$ cat config.mk
export PLATFORM = sky130hd
export DESIGN_NAME = sliced_alu_flat
export DESIGN_NICKNAME = d
export VERILOG_FILES = /design/src/rtl/alu_ctrl_pkg.sv /design/src/rtl/sliced_alu_if.sv /design/src/rtl/alu_slice.sv /design/src/rtl/sliced_alu.sv /design/src/flat_wrapper.sv
export SDC_FILE = /design/constraint.sdc
export NUM_CORES = 1
export LEC_CHECK = 0
export BUFFER_PORTS_ARGS = -buffer_cell sky130_fd_sc_hd__buf_2
export CELL_PAD_IN_SITES_DETAIL_PLACEMENT = 2
export CELL_PAD_IN_SITES_GLOBAL_PLACEMENT = 2
export CORE_AREA = 3 3 93 184
export CTS_CLUSTER_DIAMETER = 30
export DETAILED_ROUTE_END_ITERATION = 10
export DIE_AREA = 0 0 96 187
export PLACE_DENSITY = 0.9
export SYNTH_ARGS = -nofsm -noshare
export SYNTH_HDL_FRONTEND = slang
export SYNTH_HIERARCHICAL = 1
export SYNTH_SLANG_ARGS = --single-unit
$ cat constraint.sdc
create_clock -name clk -period 5.07 [get_ports clk]
set_input_delay 0.2535 -clock clk [delete_from_list [all_inputs] [get_ports clk]]
set_output_delay 0.2535 -clock clk [all_outputs]
set_load 0.02 [all_outputs]
$ cat src/rtl/alu_ctrl_pkg.sv
// Shared ALU control definitions: control codes, FSM state encodings and slice modes.
// Used by the ALU decoder and the sliced execution unit.
package alu_ctrl_pkg;

   localparam int unsigned ALU_CTRL_W = 3;

   typedef enum logic [ALU_CTRL_W-1:0] {
      ALU_ADD  = 3'b000,
      ALU_SUB  = 3'b001,
      ALU_AND  = 3'b010,
      ALU_OR   = 3'b011,
      ALU_LUI  = 3'b100,
      ALU_SLT  = 3'b101,
      ALU_RSV6 = 3'b110,
      ALU_RSV7 = 3'b111
   } alu_op_e;

   typedef enum logic [1:0] {
      ST_IDLE = 2'd0,
      ST_RUN  = 2'd1,
      ST_DONE = 2'd2
   } alu_state_e;

   typedef enum logic [1:0] {
      SL_ADD = 2'd0,
      SL_AND = 2'd1,
      SL_OR  = 2'd2
   } slice_mode_e;

endpackage

$ cat src/rtl/sliced_alu_if.sv
// Request/response bundle of the sliced ALU; the overflow signal exists only
// when ALU_OVERFLOW_EN is defined.
interface sliced_alu_if #(
   parameter int unsigned WIDTH = 32
);
   logic             in_valid;
   logic             in_ready;
   logic [2:0]       alu_control;
   logic [WIDTH-1:0] src_a;
   logic [WIDTH-1:0] src_b;
   logic             out_valid;
   logic             out_ready;
   logic [WIDTH-1:0] result;
   logic             zero;
`ifdef ALU_OVERFLOW_EN
   logic             overflow;
`endif

   modport master (
      output in_valid, alu_control, src_a, src_b, out_ready,
      input  in_ready, out_valid, result, zero
`ifdef ALU_OVERFLOW_EN
      , input overflow
`endif
   );

   modport slave (
      input  in_valid, alu_control, src_a, src_b, out_ready,
      output in_ready, out_valid, result, zero
`ifdef ALU_OVERFLOW_EN
      , output overflow
`endif
   );
endinterface

$ cat src/rtl/alu_slice.sv
// Combinational SLICE-bit add/and/or stage; also reports carry into its MSB
// so the top slice can derive signed overflow.
module alu_slice
   import alu_ctrl_pkg::*;
#(
   parameter int unsigned SLICE = 8
) (
   input  logic [SLICE-1:0] a_i,
   input  logic [SLICE-1:0] b_i,
   input  logic             cin_i,
   input  slice_mode_e      mode_i,
   output logic [SLICE-1:0] res_o,
   output logic             cout_o,
   output logic             cmsb_o
);
   logic [SLICE:0] sum;

   always_comb begin
      sum    = {1'b0, a_i} + {1'b0, b_i} + {{SLICE{1'b0}}, cin_i};
      cout_o = sum[SLICE];
      cmsb_o = a_i[SLICE-1] ^ b_i[SLICE-1] ^ sum[SLICE-1];
      case (mode_i)
         SL_AND:  res_o = a_i & b_i;
         SL_OR:   res_o = a_i | b_i;
         default: res_o = sum[SLICE-1:0];
      endcase
   end
endmodule

$ cat src/rtl/sliced_alu.sv
// Multi-cycle ALU computing WIDTH bits one SLICE per cycle through a single alu_slice.
// Define ALU_OVERFLOW_EN to expose the registered signed-overflow flag.
module sliced_alu
   import alu_ctrl_pkg::*;
#(
   parameter int unsigned WIDTH = 32,
   parameter int unsigned SLICE = 8
) (
   input  logic         clk,
   input  logic         rst_n,
   sliced_alu_if.slave  bus
);
   localparam int unsigned NSLICE = WIDTH / SLICE;
   localparam int unsigned CNT_W  = (NSLICE > 1) ? $clog2(NSLICE) : 1;
   localparam logic [CNT_W-1:0] LAST = CNT_W'(NSLICE - 1);

   alu_state_e       state_q, state_d;
   slice_mode_e      mode_q, mode_d;
   logic             slt_q, slt_d;
   logic [WIDTH-1:0] a_q, a_d;
   logic [WIDTH-1:0] b_q, b_d;
   logic             carry_q, carry_d;
   logic [CNT_W-1:0] cnt_q, cnt_d;
   logic [WIDTH-1:0] res_q, res_d;
   logic             zero_q, zero_d;
`ifdef ALU_OVERFLOW_EN
   logic             ovf_q, ovf_d;
`endif

   logic [SLICE-1:0] a_sl, b_sl, s_res;
   logic             s_cout, s_cmsb, ovf_w;

   assign a_sl  = a_q[cnt_q*SLICE +: SLICE];
   assign b_sl  = b_q[cnt_q*SLICE +: SLICE];
   assign ovf_w = s_cmsb ^ s_cout;

   alu_slice #(.SLICE(SLICE)) u_slice (
      .a_i    (a_sl),
      .b_i    (b_sl),
      .cin_i  (carry_q),
      .mode_i (mode_q),
      .res_o  (s_res),
      .cout_o (s_cout),
      .cmsb_o (s_cmsb)
   );

   always_comb begin
      state_d = state_q;
      mode_d  = mode_q;
      slt_d   = slt_q;
      a_d     = a_q;
      b_d     = b_q;
      carry_d = carry_q;
      cnt_d   = cnt_q;
      res_d   = res_q;
      zero_d  = zero_q;
`ifdef ALU_OVERFLOW_EN
      ovf_d   = ovf_q;
`endif
      case (state_q)
         ST_IDLE: begin
            if (bus.in_valid) begin
               state_d = ST_RUN;
               cnt_d   = '0;
               zero_d  = 1'b0;
`ifdef ALU_OVERFLOW_EN
               ovf_d   = 1'b0;
`endif
               a_d     = bus.src_a;
               b_d     = bus.src_b;
               carry_d = 1'b0;
               mode_d  = SL_ADD;
               slt_d   = 1'b0;
               case (bus.alu_control)
                  ALU_SUB: begin
                     b_d     = ~bus.src_b;
                     carry_d = 1'b1;
                  end
                  ALU_SLT: begin
                     b_d     = ~bus.src_b;
                     carry_d = 1'b1;
                     slt_d   = 1'b1;
                  end
                  ALU_AND: mode_d = SL_AND;
                  ALU_OR:  mode_d = SL_OR;
                  ALU_LUI: begin
                     // LUI is an OR of zero with the shifted immediate
                     a_d    = '0;
                     b_d    = WIDTH'({bus.src_b[15:0], 16'h0000});
                     mode_d = SL_OR;
                  end
                  default: ;
               endcase
            end
         end
         ST_RUN: begin
            carry_d = s_cout;
            cnt_d   = cnt_q + CNT_W'(1);
            res_d   = (res_q >> SLICE) | (WIDTH'(s_res) << (WIDTH - SLICE));
            if (cnt_q == LAST) begin
               state_d = ST_DONE;
               if (slt_q) res_d = WIDTH'(s_res[SLICE-1] ^ ovf_w);
               zero_d  = (res_d == '0);
`ifdef ALU_OVERFLOW_EN
               ovf_d   = (mode_q == SL_ADD) ? ovf_w : 1'b0;
`endif
            end
         end
         ST_DONE: begin
            if (bus.out_ready) state_d = ST_IDLE;
         end
         default: state_d = ST_IDLE;
      endcase
   end

   always_ff @(posedge clk or negedge rst_n) begin
      if (!rst_n) begin
         state_q <= ST_IDLE;
         mode_q  <= SL_ADD;
         slt_q   <= 1'b0;
         a_q     <= '0;
         b_q     <= '0;
         carry_q <= 1'b0;
         cnt_q   <= '0;
         res_q   <= '0;
         zero_q  <= 1'b0;
`ifdef ALU_OVERFLOW_EN
         ovf_q   <= 1'b0;
`endif
      end else begin
         state_q <= state_d;
         mode_q  <= mode_d;
         slt_q   <= slt_d;
         a_q     <= a_d;
         b_q     <= b_d;
         carry_q <= carry_d;
         cnt_q   <= cnt_d;
         res_q   <= res_d;
         zero_q  <= zero_d;
`ifdef ALU_OVERFLOW_EN
         ovf_q   <= ovf_d;
`endif
      end
   end

   assign bus.in_ready  = (state_q == ST_IDLE);
   assign bus.out_valid = (state_q == ST_DONE);
   assign bus.result    = res_q;
   assign bus.zero      = zero_q;
`ifdef ALU_OVERFLOW_EN
   assign bus.overflow  = ovf_q;
`endif
endmodule

$ cat src/flat_wrapper.sv
// flat-port wrapper written by rule: the top's interface ports become plain ports
module sliced_alu_flat import alu_ctrl_pkg::*;
#(
   parameter int unsigned WIDTH = 32,
   parameter int unsigned SLICE = 8
)
  (clk, rst_n, bus_in_valid, bus_alu_control, bus_src_a, bus_src_b, bus_out_ready, bus_in_ready, bus_out_valid, bus_result, bus_zero);
  sliced_alu_if #(.WIDTH(WIDTH)) bus_i ();
  input  logic clk;
  input  logic rst_n;
  input wire logic [$bits(bus_i.in_valid)-1:0] bus_in_valid;
  input wire logic [$bits(bus_i.alu_control)-1:0] bus_alu_control;
  input wire logic [$bits(bus_i.src_a)-1:0] bus_src_a;
  input wire logic [$bits(bus_i.src_b)-1:0] bus_src_b;
  input wire logic [$bits(bus_i.out_ready)-1:0] bus_out_ready;
  output wire logic [$bits(bus_i.in_ready)-1:0] bus_in_ready;
  output wire logic [$bits(bus_i.out_valid)-1:0] bus_out_valid;
  output wire logic [$bits(bus_i.result)-1:0] bus_result;
  output wire logic [$bits(bus_i.zero)-1:0] bus_zero;
  assign bus_i.in_valid = bus_in_valid;
  assign bus_i.alu_control = bus_alu_control;
  assign bus_i.src_a = bus_src_a;
  assign bus_i.src_b = bus_src_b;
  assign bus_i.out_ready = bus_out_ready;
  assign bus_in_ready = bus_i.in_ready;
  assign bus_out_valid = bus_i.out_valid;
  assign bus_result = bus_i.result;
  assign bus_zero = bus_i.zero;
  sliced_alu #(.WIDTH(WIDTH), .SLICE(SLICE)) u_core (.clk(clk), .rst_n(rst_n), .bus(bus_i));
endmodule
Word-level counts from Yosys, hierarchy flattened
Cells that the tools add are included.

Register bits: 105. Output and inout port bits: 35. Logic and storage cells: 65.

Equal/unequal tests: 13. Shifts and indexed selects: 2. Add/subtract/negate cells: 3. Mux-type cells: 21. Reductions and logical operators: 9. Bitwise gates (word level): 8.

Operators by type and width (number): 32-bit 2-to-1 mux (5); 32-bit one-hot mux with 2 select lines (1); 32-bit by 6-bit indexed part select with 8-bit output (2); 32-bit zero test (1); 32-bit inverter (1); 24-bit by 32-bit bitwise OR with 32-bit output (1); 8-bit one-hot mux with 2 select lines (1); 8-bit by 8-bit adder with 9-bit output (1); 9-bit by 1-bit adder with 9-bit output (1); 8-bit bitwise AND (1); 2-bit 2-to-1 mux (4); 8-bit bitwise OR (1); 2-bit one-hot mux with 2 select lines (2); 2-bit equality test, second input constant (3); 3-bit by 2-bit equality test with 1-bit output, second input constant (2); 3-bit equality test, second input constant (2); 2-bit one-hot mux with 3 select lines (1); 3-bit AND reduction (2); 1-bit 2-to-1 mux (5); 2-bit by 1-bit equality test with 1-bit output, second input constant (2); 2-bit != test, second input constant (2); 1-bit one-hot mux with 2 select lines (2); 2-bit AND reduction (2); 2-bit OR reduction (2); 6 further kinds (9).

Logic depth before layout (Yosys ltp)
Gate-level depths: netlist of run 1.

Word-level depth: 12. Mapped depth: 16. Mapped depth without buffers: 14.

Cells and area by module
Netlist of run 1, hierarchy kept.

Modules (own cells, without submodules): sliced_alu (seq. area each 2627.5 um^2, cells an instance 419, instances 1, area each 4762.1 um^2); alu_slice (seq. area each 0.0 um^2, cells an instance 104, instances 1, area each 723.2 um^2).

Least setup slack after synthesis of run 1
No wires, ideal clock.

Kind: register to register. Start point: register u_core.cnt_q[0]. End point: register u_core.zero_q, in the netlist u_core/bus.zero. Data required time: 4.975 ns. Setup slack: 1.247 ns. Library setup time: 0.095 ns. Stages on the path, launching flop included: 17. Period minus slack after synthesis: 3.823 ns. Data arrival time: 3.728 ns. Cell sequence: dfrtp_1 buf_4 buf_2 mux4_2 inv_1 fa_1 inv_1 fa_1 a21oi_2 o21ai_1 o21a_1 or3_1 a31o_1 nor4_1 and4_1 a41oi_1 o31ai_1.

Elaborated cells on any way between the ends: 21.

RTL lines: start, declared (line sliced_alu.sv:23) `logic [CNT_W-1:0] cnt_q, cnt_d;`; start signal, assigned (line sliced_alu.sv:137) `cnt_q <= cnt_d;`; 32-bit by 6-bit indexed part select with 8-bit output (line sliced_alu.sv:33) `assign a_sl = a_q[cnt_q*SLICE +: SLICE];`; named net u_core.a_sl[0] (line sliced_alu.sv:30) `logic [SLICE-1:0] a_sl, b_sl, s_res;`; 8-bit by 8-bit adder with 9-bit output (line alu_slice.sv:19) `sum = {1'b0, a_i} + {1'b0, b_i} + {{SLICE{1'b0}}, cin_i};`; 9-bit by 1-bit adder with 9-bit output (line alu_slice.sv:19); 8-bit one-hot mux with 2 select lines (line alu_slice.sv:22) `case (mode_i)`; named net u_core.s_res[6] (line sliced_alu.sv:30); 24-bit by 32-bit bitwise OR with 32-bit output (line sliced_alu.sv:99) `res_d = (res_q >> SLICE) | (WIDTH'(s_res) << (WIDTH - SLICE));`; 32-bit 2-to-1 mux (line sliced_alu.sv:102) `if (slt_q) res_d = WIDTH'(s_res[SLICE-1] ^ ovf_w);`; 32-bit 2-to-1 mux (line sliced_alu.sv:100) `if (cnt_q == LAST) begin`; 32-bit 2-to-1 mux (line sliced_alu.sv:60) `case (state_q)`; 32-bit zero test (line sliced_alu.sv:103) `zero_d = (res_d == '0);`; 1-bit 2-to-1 mux (line sliced_alu.sv:100); 1-bit one-hot mux with 2 select lines (line sliced_alu.sv:60); end signal, assigned (line sliced_alu.sv:139) `zero_q <= zero_d;`; end, declared (line sliced_alu.sv:25) `logic zero_q, zero_d;`.

The timed path passes the listed nets, and every way through them passes these cells. The select of a mux whose other input is x is not followed. A chain may end at the register's enable or synchronous reset.

Worst setup path in the final report of run 1
Ends and elaborated chain as after synthesis.

==> flow_summary.toml, run 1 <==
[floorplan]
dieArea_sq_um = 18000
design.core.area_sq_um = 15900
rows = 65
io_pins = 106
start_util = 0.346
die_h_microns = 187
die_x_microns = 96

[global_routing]
grt_max_degree = 84
grt_pass1_wl_mm = 28.6
first_global_vias = 5276
antenna_found_initial = 0
grt_overflow = 0
use_met2 = 0.395
track_usage = 0.209
use_met1 = 0.207
grt.busiest_layer = "met2"
use_met3 = 0.0270

[pwr]
p_comb_frac = 0.544
clock_power_share = 0.144
intPower_mw = 2.77
powerDensity_nw_per_um2 = 776
pwr-share-seq = 0.312
peakVddDrop_uv = 216
p_switching_mw = 2.24
p_leak_nw = 3.03
switching_share = 0.448

[run_status]
status = "complete, no violations"

[layout]
layout.cells.non_filler = 812
antennaDiodeCount = 0
area_growth_pct = 17.6
fin_nets = 698
drive_gt1_frac = 0.249

[placed_design]
place_inst = 795
dp_hpwl_mm = 14.0
io_buffer_count = 105
place_congestion = 0.814
post-place-ws_ns = 1.03

[sta]
finalHoldViolations = 0
slew_headroom = 0.422
fin_crit_ns = 4.06
max_freq_ghz = 0.246
layout_worst_path_cycle_share = 0.801
worst_pin_slew_ns = 0.867
finClkSkew_ns = 0.0110
slew_viol_final = 0
rsz0062_at_grt = "no"
finalSetupViolations = 0
setup_tns_ns = 0
fin_ws_ns = 1.01

[cts]
clk_latency_ns = 0.36
cts_tree = "built"
htreeDepth = 3
clk_path_buf_depth = 2
cts-root-buf = "clkbuf_16"
clkTransAtPathRegs_ns = 0.07
cts_made_buffers = 9
cts_setup_buffers = 0
clock-sinks = 105

[yosys]
yosysUniqueCellTypes = 48
synth.avg_cell_area_sq_um = 10.5
synth-seq-area-share = 0.479
synthCells = 523
synthesis.nets = 615
ys_ff_latch = 105
ys_warn_count = 6
netlist_area_sq_um = 5490

[critical_path]
end_kind = "flop"
cp_max_fo = 13
crit_required_ns = 5.32
worstSetupStartpointType = "flop"
worstSetupPathType = "flop to flop"
worstPathArrival_ns = 4.31

[drt]
firstDrtPassIters = 4
ant_nets = 0
wl_per_cell_microns = 22.4
drt-initial-drc-count = 122
drc = 0
wirelength_mm = 18.2
vias = 4627
viasPerCell = 5.70

[hold_path]
hold_class = "primary input to flop"

[flow_run]
cap_violations = 0
Yosys cell counts (all sizes together):
cell,n,share of area
dfrtp,105,0.48
a22o,63,0.10
nand2,46,0.032
a21oi,42,0.040
o21ai,42,0.038
inv,31,0.021
nor2,24,0.017
buf,23,0.022
ha,19,0.043
clkbuf,18,0.012
o22ai,17,0.019
mux4,16,0.066
nor3b,16,0.022
nor4,8,0.0091
a221oi,5,0.0080
nand2b,5,0.0057
nand3,5,0.0046
nor3,4,0.0036
o21a,4,0.0055
nor2b,3,0.0034
a21o,2,0.0027
fa,2,0.0073
mux2,2,0.0041
o211ai,2,0.0027
o31ai,2,0.0027
or2,2,0.0023
xnor2,2,0.0032
a221o,1,0.0018
a22oi,1,0.0014
a31o,1,0.0016
a31oi,1,0.0011
a41oi,1,0.0016
and4,1,0.0016
o21bai,1,0.0014
o311a,1,0.0018
o311ai,1,0.0016
o31a,1,0.0016
or3,1,0.0011
xor2,1,0.0016
xor3,1,0.0043
cell usage in the layout (no fill, tap or decap), types with 3 or more instances in the layout:
master	count
nor3_1	4
nand2b_1	5
a21oi_1	39
clkbuf_16	9
mux4_2	16
a21oi_2	3
a22o_1	63
ha_1	19
nor2_1	23
nand3_1	5
o22ai_1	17
o21a_1	4
nor2b_1	3
o21ai_0	30
nor4_1	8
o21ai_1	12
a221oi_1	5
dfrtp_1	105
nor3b_1	16
inv_1	31
buf_4	8
buf_2	104
nand2_1	45
clkinv_4	3
critical path: stages, from the launching register on:
cell	delay, ns
dfrtp_1	0.58
buf_4	0.34
mux4_2	0.60
fa_1	0.52
a21oi_2	0.19
o21ai_1	0.10
o21a_1	0.20
or3_1	0.31
a31o_1	0.23
nor4_1	0.25
and4_1	0.24
a41oi_1	0.11
o31ai_1	0.27
state kept, by name (all words and copies together), names as in the netlist:
register           cells
u_core/a_q            32
u_core/b_q            32
u_core/bus.result     32
u_core/bus.zero        1
u_core/carry_q         1
u_core/cnt_q           2
u_core/mode_q          2
u_core/slt_q           1
u_core/state_q         2
through the flow:
stage,area (sq um),hold slack [ns],utilization,power (mW)
after global placement,6130,0.253,0.387,4.03
after CTS,6450,0.0996,0.407,5.05
final,6450,0.103,0.407,5.01
after floorplan,5490,-0.0421,-,3.39
after global routing,6450,0.100,0.407,5.38
after detailed placement,6130,0.252,0.387,4.27
routing by layer:
layer  vias up  part of all wire
met4         0             0.055
li1       2082                 -
met3        49             0.036
met2       128              0.58
met5         -                 0
met1      2368              0.33
final timing paths:
path                                 startpoint                    end  slack (ns)  cells past startpoint
min in group asynchronous                 rst_n  u_core/bus.result[14]        0.41                      2
worst max-delay path            u_core/cnt_q[0]        u_core/bus.zero        1.01                     12
max in group asynchronous                 rst_n        u_core/cnt_q[0]        3.41                      3
worst min-delay path              bus_out_ready      u_core/state_q[1]        0.10                      2
worst min register to register   u_core/b_q[21]         u_core/b_q[21]        0.50                      2
worst max register to register  u_core/cnt_q[0]        u_core/bus.zero        1.01                     12
kinds of logic (layout without fill, tap and decap cells):
| family | after synthesis | count (layout) | synth area share |
|---|---|---|---|
| AO/OA/AOI/OAI | 188 | 188 | 0.234 |
| AND/OR/NAND/NOR | 115 | 115 | 0.102 |
| flip-flops | 105 | 105 | 0.479 |
| buffers and inverters | 72 | 160 | 0.0557 |
| adder cells (fa/ha/maj) | 21 | 21 | 0.0506 |
| multiplexers | 18 | 18 | 0.0698 |
| XOR/XNOR | 4 | 4 | 0.00912 |
layout make-up:
| cell class | instances | area [sq um] |
|---|---|---|
| Clock buffer | 9 | 225 |
| Clock inverter | 7 | 85.1 |
| Fill cell | 1743 | 9410 |
| Inverter | 31 | 116 |
| Multi-Input combinational cell | 346 | 2560 |
| Sequential cell | 105 | 2630 |
| Tap cell | 201 | 251 |
| Timing Repair Buffer | 113 | 591 |
power groups by stage:
stage	clock (mW)	combinational, mW	sequential [mW]
floorplan	0	1.85	1.54
global placement	0	2.50	1.53
detailed placement	0	2.69	1.58
CTS	0.745	2.74	1.57
global route	0.784	2.99	1.61
finish	0.722	2.73	1.56
repair_timing:
item                      in CTS  in global routing
hold buffers                   1                  0
hold endpoints to repair      38                  0
resized for setup              0                  0
(Power assumes the default switching activity.)
==> run 2, diff against run 1 <==
- clock period: 5.07 -> 3.9 ns (I/O delays scaled with it)
==> flow_summary.toml, run 2 (synthesis results as in run 1) <==
[run_status]
status = "finished with violations"
failed_checks = "negative hold slack, negative setup slack"

[layout]
layout.cells.non_filler = 818
fin_nets = 704
ff_latch_area_sq_um = 2630
most-common-layout-cells = "104 x buf_2, 104 x dfrtp_1, 63 x a22o_1"
drive_gt1_frac = 0.264
fillers = 1724
antennaDiodeCount = 0
final_area_sq_um = 6490
final_util = 0.409
multi_input_area_sq_um = 2570
area_growth_pct = 18.2

[critical_path]
cp-startpoint = "u_core/cnt_q[0]"
cp_max_fo = 4
worst_path_max_delay_cell = "mux4_2"
cpMostUsedCell = "fa_2"
worstSetupPathType = "flop to flop"
worstPathCellList = "mux4_2 > inv_2 > fa_2 > inv_1 > fa_2 > a21oi_2 > o21ai_1 > o21a_1 > or3_1 > a31o_1 > nor4_2 > and4_1 > a41oi_1 > o31ai_1"
ff2ff_path_depth = 14
crit_required_ns = 4.15
end_kind = "flop"
cp-endpoint = "u_core/bus.zero"
r2r_slack_ns = -0.001
cpPeakStageDelay_ns = 0.58
worstPathArrival_ns = 4.15
r2r_end = "u_core/bus.zero"
worstSetupStartpointType = "flop"
r2r-start = "u_core/cnt_q[0]"

[placed_design]
place_congestion = 0.830
dp_hpwl_mm = 14.5
io_buffer_count = 105
place_inst = 798
post-place-ws_ns = 0.0664
placed_area_sq_um = 6150

[global_routing]
grt_pass1_wl_mm = 29.4
grt_max_degree = 78
track_usage = 0.220
grt_overflow = 0
antenna_found_initial = 0
first_global_vias = 5231

[sta]
finalHoldViolations = 8
slew_headroom = 0.343
fin_ws_ns = -0.00105
worst_pin_slew_ns = 0.986
fin_crit_ns = 3.90
finClkSkew_ns = 0.00702
setup_tns_ns = -0.00105
finalSetupViolations = 1
layout_worst_path_cycle_share = 1.00
whs_ns = -0.0131
max_freq_ghz = 0.256
slew_viol_final = 0

[floorplan]
start_util = 0.346
dieArea_sq_um = 18000
rows = 65
design.core.area_sq_um = 15900
die_x_microns = 96
io_pins = 106
die_h_microns = 187

[pwr]
peakVddDrop_uv = 306
total_power_mw = 6.80
powerDensity_nw_per_um2 = 1050
p_leak_nw = 3.04

[cts]
htreeDepth = 3
cts_made_buffers = 9
clock-sinks = 105
cts_tree = "built"
cts-root-buf = "clkbuf_16"
clkTransAtPathRegs_ns = 0.07
clk_latency_ns = 0.35
clk_path_buf_depth = 2
hold_buffers = 0

[drt]
firstDrtPassIters = 4
routed.top_layer = "met4"
drt-initial-drc-count = 196
dr_wl_met3_microns = 646
ant_nets = 0
viasPerCell = 5.77
wl_per_cell_microns = 24.1
drc = 0
dr_wl_met2_mm = 11.8
wirelength_mm = 19.7
vias = 4721
drt-met1-wl_mm = 6.52

[flow_run]
cap_violations = 0

[hold_path]
hold_class = "primary input to async pin"
## run 2: changes by cell type in the layout (fill, tap and decap cells not counted), sizes merged
cell         previous run  this run
buf                   112       119
inv                    34        31
clkbuf                  9        11
clkinvlp                0         1
dlygate4sd3             1         0
## run 2: critical path: cells and delay by family (launching register included)
kind | cells | cell delay (ns)
AOI/OAI and AO/OA | 6 | 1.15
and+or+nand+nor | 3 | 0.86
muxes | 1 | 0.58
adders and majority gates | 2 | 0.58
DFF | 1 | 0.44
buffers and inverters | 2 | 0.19
## run 2: layout make-up
class,instances,area share
multi-input cells,346,0.396
clock inverters,5,0.00868
clock buffers,11,0.0359
well taps,201,0.0388
inverters,31,0.0179
repair buffers,119,0.0976
flip-flops and latches,105,0.405
## run 2: per-layer routing
metal,GRT usage,up-vias
met5,0,-
met4,0.0905,0
met3,0.0318,47
met2,0.435,127
met1,0.212,2460
li1,-,2087
## run 2: timing repair
action | CTS | global route
pin swaps | 0 | 2
setup buffers | 0 | 4
gates resized for setup | 1 | 5
setup endpoints to repair | 1 | 2
## run 2: worst min-delay path by stage
stage / start / end / slack (ns)
global placement: rst_n / u_core/a_q[5] / 0.38
floorplan: rst_n / u_core/a_q[0] / -0.10
finish: rst_n / u_core/a_q[6] / -0.01
detailed placement: rst_n / u_core/bus.result[14] / 0.41
CTS: rst_n / u_core/a_q[6] / 0.04
global route: bus_src_a[14] / u_core/a_q[14] / 0.05
## run 2: power breakdown
group | switching (mW) | internal, mW
clock network | 0.410 | 0.498
registers | 0.421 | 1.58
logic | 2.28 | 1.61
total | 3.11 | 3.69
==> run 3, diff against run 2 <==
- CORE_AREA: 3 3 93 184 -> 3 3 94 185
- DIE_AREA: 0 0 96 187 -> 0 0 97 188
- PLACE_DENSITY: 0.9 -> 0.91
- SYNTH_HIERARCHICAL: 1 -> default
==> flow_summary.toml, run 3 <==
[global_routing]
first_global_vias = 5667
antenna_found_initial = 3
grt_max_degree = 49
track_usage = 0.225
grt.busiest_layer = "met2"
use_met1 = 0.215
use_met2 = 0.449
grt_pass1_wl_mm = 31.9
use_met3 = 0.0339
grt_overflow = 0

[critical_path]
r2r_end = "u_core.bus.result[0]"
cpMostUsedCell = "fa_1"
crit_required_ns = 4.19
worstPathCellList = "mux4_2 > fa_1 > inv_1 > fa_1 > nor2b_1 > o2111ai_1 > a32oi_1 > and4_1 > o21ai_0 > o221a_2"
cp_max_fo = 4
crit_buf_inv = 1
end_kind = "flop"
ff2ff_path_depth = 10
worst_path_max_delay_cell = "mux4_2"
r2r_slack_ns = 0.57
cpLargestDelayFamily = "compound AO/OA/AOI/OAI gates"
r2r-start = "u_core.cnt_q[0]"
worstPathArrival_ns = 3.62
worstSetupPathType = "flop to flop"
worstSetupStartpointType = "flop"
cpPeakStageDelay_ns = 0.61

[floorplan]
rows = 66
die_x_microns = 97
die_h_microns = 188
design.core.area_sq_um = 16300
dieArea_sq_um = 18200
start_util = 0.342
io_pins = 106

[pwr]
pwr-share-seq = 0.309
switching_share = 0.459
p_switching_mw = 2.92
p_leak_nw = 3.11
powerDensity_nw_per_um2 = 965
peakVddDrop_uv = 259
intPower_mw = 3.44
total_power_mw = 6.36
p_comb_frac = 0.549
clock_power_share = 0.142

[yosys]
synthesis.nets = 645
yosysMostFrequentCell = "dfrtp_1"
synth_edf_count = 0
yosysTopAreaCellShare = 0.472
synth_flop_cell = "dfrtp_1"
netlist_area_sq_um = 5570
synth.avg_cell_area_sq_um = 10.1
synthArstFlopShare = 1.00
post-synth-top-area-cell = "dfrtp_1"
synth_area_leaders = "dfrtp_1 47%, a22o_1 9.1%, o21ai_0 6.9%, mux4_2 6.5%, nand2_1 4.9%"
synth-seq-area-share = 0.472
ys_warn_count = 0
yosysUniqueCellTypes = 50
synthCells = 553
ys_ff_latch = 105
synth_common_cells = "105 x dfrtp_1, 77 x o21ai_0, 72 x nand2_1, 58 x a22o_1, 34 x a21oi_1"

[cts]
clock-sinks = 105
htreeDepth = 3
clk_latency_ns = 0.36
clkTransAtPathRegs_ns = 0.08
cts-root-buf = "clkbuf_16"
cts_resized = 0
cts_made_buffers = 9
clk_path_buf_depth = 2
cts_tree = "built"
cts_setup_buffers = 0

[layout]
fillers = 1806
final_util = 0.405
final_area_sq_um = 6590
most-common-layout-cells = "105 x dfrtp_1, 104 x buf_2, 76 x o21ai_0"
fin_nets = 735
area_growth_pct = 18.3
drive_gt1_frac = 0.245
layout_commonest_cell = "dfrtp_1"
layout.cells.non_filler = 855

[drt]
ant_nets = 0
wirelength_mm = 20.1
drt-initial-drc-count = 179
vias = 4943
viasPerCell = 5.78
wl_per_cell_microns = 23.5
drc = 0
firstDrtPassIters = 4

[placed_design]
post-place-ws_ns = 0.617
io_buffer_count = 105
place_congestion = 0.908
dp_hpwl_mm = 15.4
placed_area_sq_um = 6280
place_inst = 835

[sta]
setup_tns_ns = 0
slew_viol_final = 0
fin_ws_ns = 0.567
layout_worst_path_cycle_share = 0.854
fin_crit_ns = 3.33
max_freq_ghz = 0.300
whs_ns = 0.0477
worst_pin_slew_ns = 1.18
finalHoldViolations = 0
slew_headroom = 0.210
finalSetupViolations = 0
finClkSkew_ns = 0.0127
rsz0062_at_grt = "no"

[hold_path]
hold_depth = 2
hold_class = "primary input to flop"
hold_start = "bus_src_a[28]"
min_to = "u_core.a_q[28]"

[flow_run]
cap_violations = 0

[run_status]
status = "complete, no violations"
## run 3: changes by cell type in the layout (fill, tap and decap cells not counted), sizes merged, moves of 5 or more
cell | previous run | this run
o22ai | 17 | 0
nor3b | 16 | 0
a21oi | 42 | 34
a22o | 63 | 58
nor2 | 24 | 29
o22a | 0 | 12
o21ai | 42 | 77
nand2 | 46 | 72
## run 3: power groups by stage
stage / logic (mW) / registers (mW) / clock network (mW)
2_1_floorplan: 2.27 / 1.97 / 0
3_3_place_gp: 3.22 / 1.92 / 0
3_5_place_dp: 3.46 / 1.98 / 0
4_1_cts: 3.53 / 1.97 / 0.915
5_1_grt: 3.82 / 2.03 / 0.970
6_report: 3.49 / 1.97 / 0.901
## run 3: repair_timing
action / in CTS / in global routing
endpoints found under the hold margin: 27 / 0
endpoints found under the setup margin: 0 / 0
hold buffers: 1 / 0
## run 3: cell families (layout without fill, tap and decap cells)
group                      Yosys count  count (layout)  synth area share
DFF                                105             105             0.472
AOI/OAI and AO/OA                  210             210             0.254
xor gates and xnor gates             2               2           0.00314
other                                0               3                 0
adders and majority gates           21              21            0.0499
muxes                               16              16            0.0647
and+or+nand+nor                    134             134             0.109
buffers and inverters               65             160            0.0476
## run 3: layer usage
layer	wire length, microns	up-vias
met5	0	-
li1	-	2210
met2	11800	116
met3	559	47
met1	6820	2570
met4	950	0
## run 3: worst max-delay path by stage
stage,from,end,depth (start not counted)
2_1_floorplan,u_core.cnt_q[0],u_core.bus.zero,11
3_3_place_gp,u_core.cnt_q[0],u_core.bus.zero,10
3_5_place_dp,u_core.cnt_q[0],u_core.bus.result[0],10
4_1_cts,u_core.cnt_q[0],u_core.bus.result[0],10
5_1_grt,u_core.cnt_q[0],u_core.bus.zero,10
6_report,u_core.cnt_q[0],u_core.bus.result[0],10
## run 3: area by class of cell
class | instances | area, sq um | area share
multi-input cells | 383 | 2690 | 0.408
flip-flops and latches | 105 | 2630 | 0.399
repair buffers | 117 | 621 | 0.0942
well taps | 204 | 255 | 0.0387
clock buffers | 10 | 239 | 0.0363
inverters | 27 | 101 | 0.0154
clock inverters | 6 | 51.3 | 0.00778
diodes | 3 | 7.51 | 0.00114
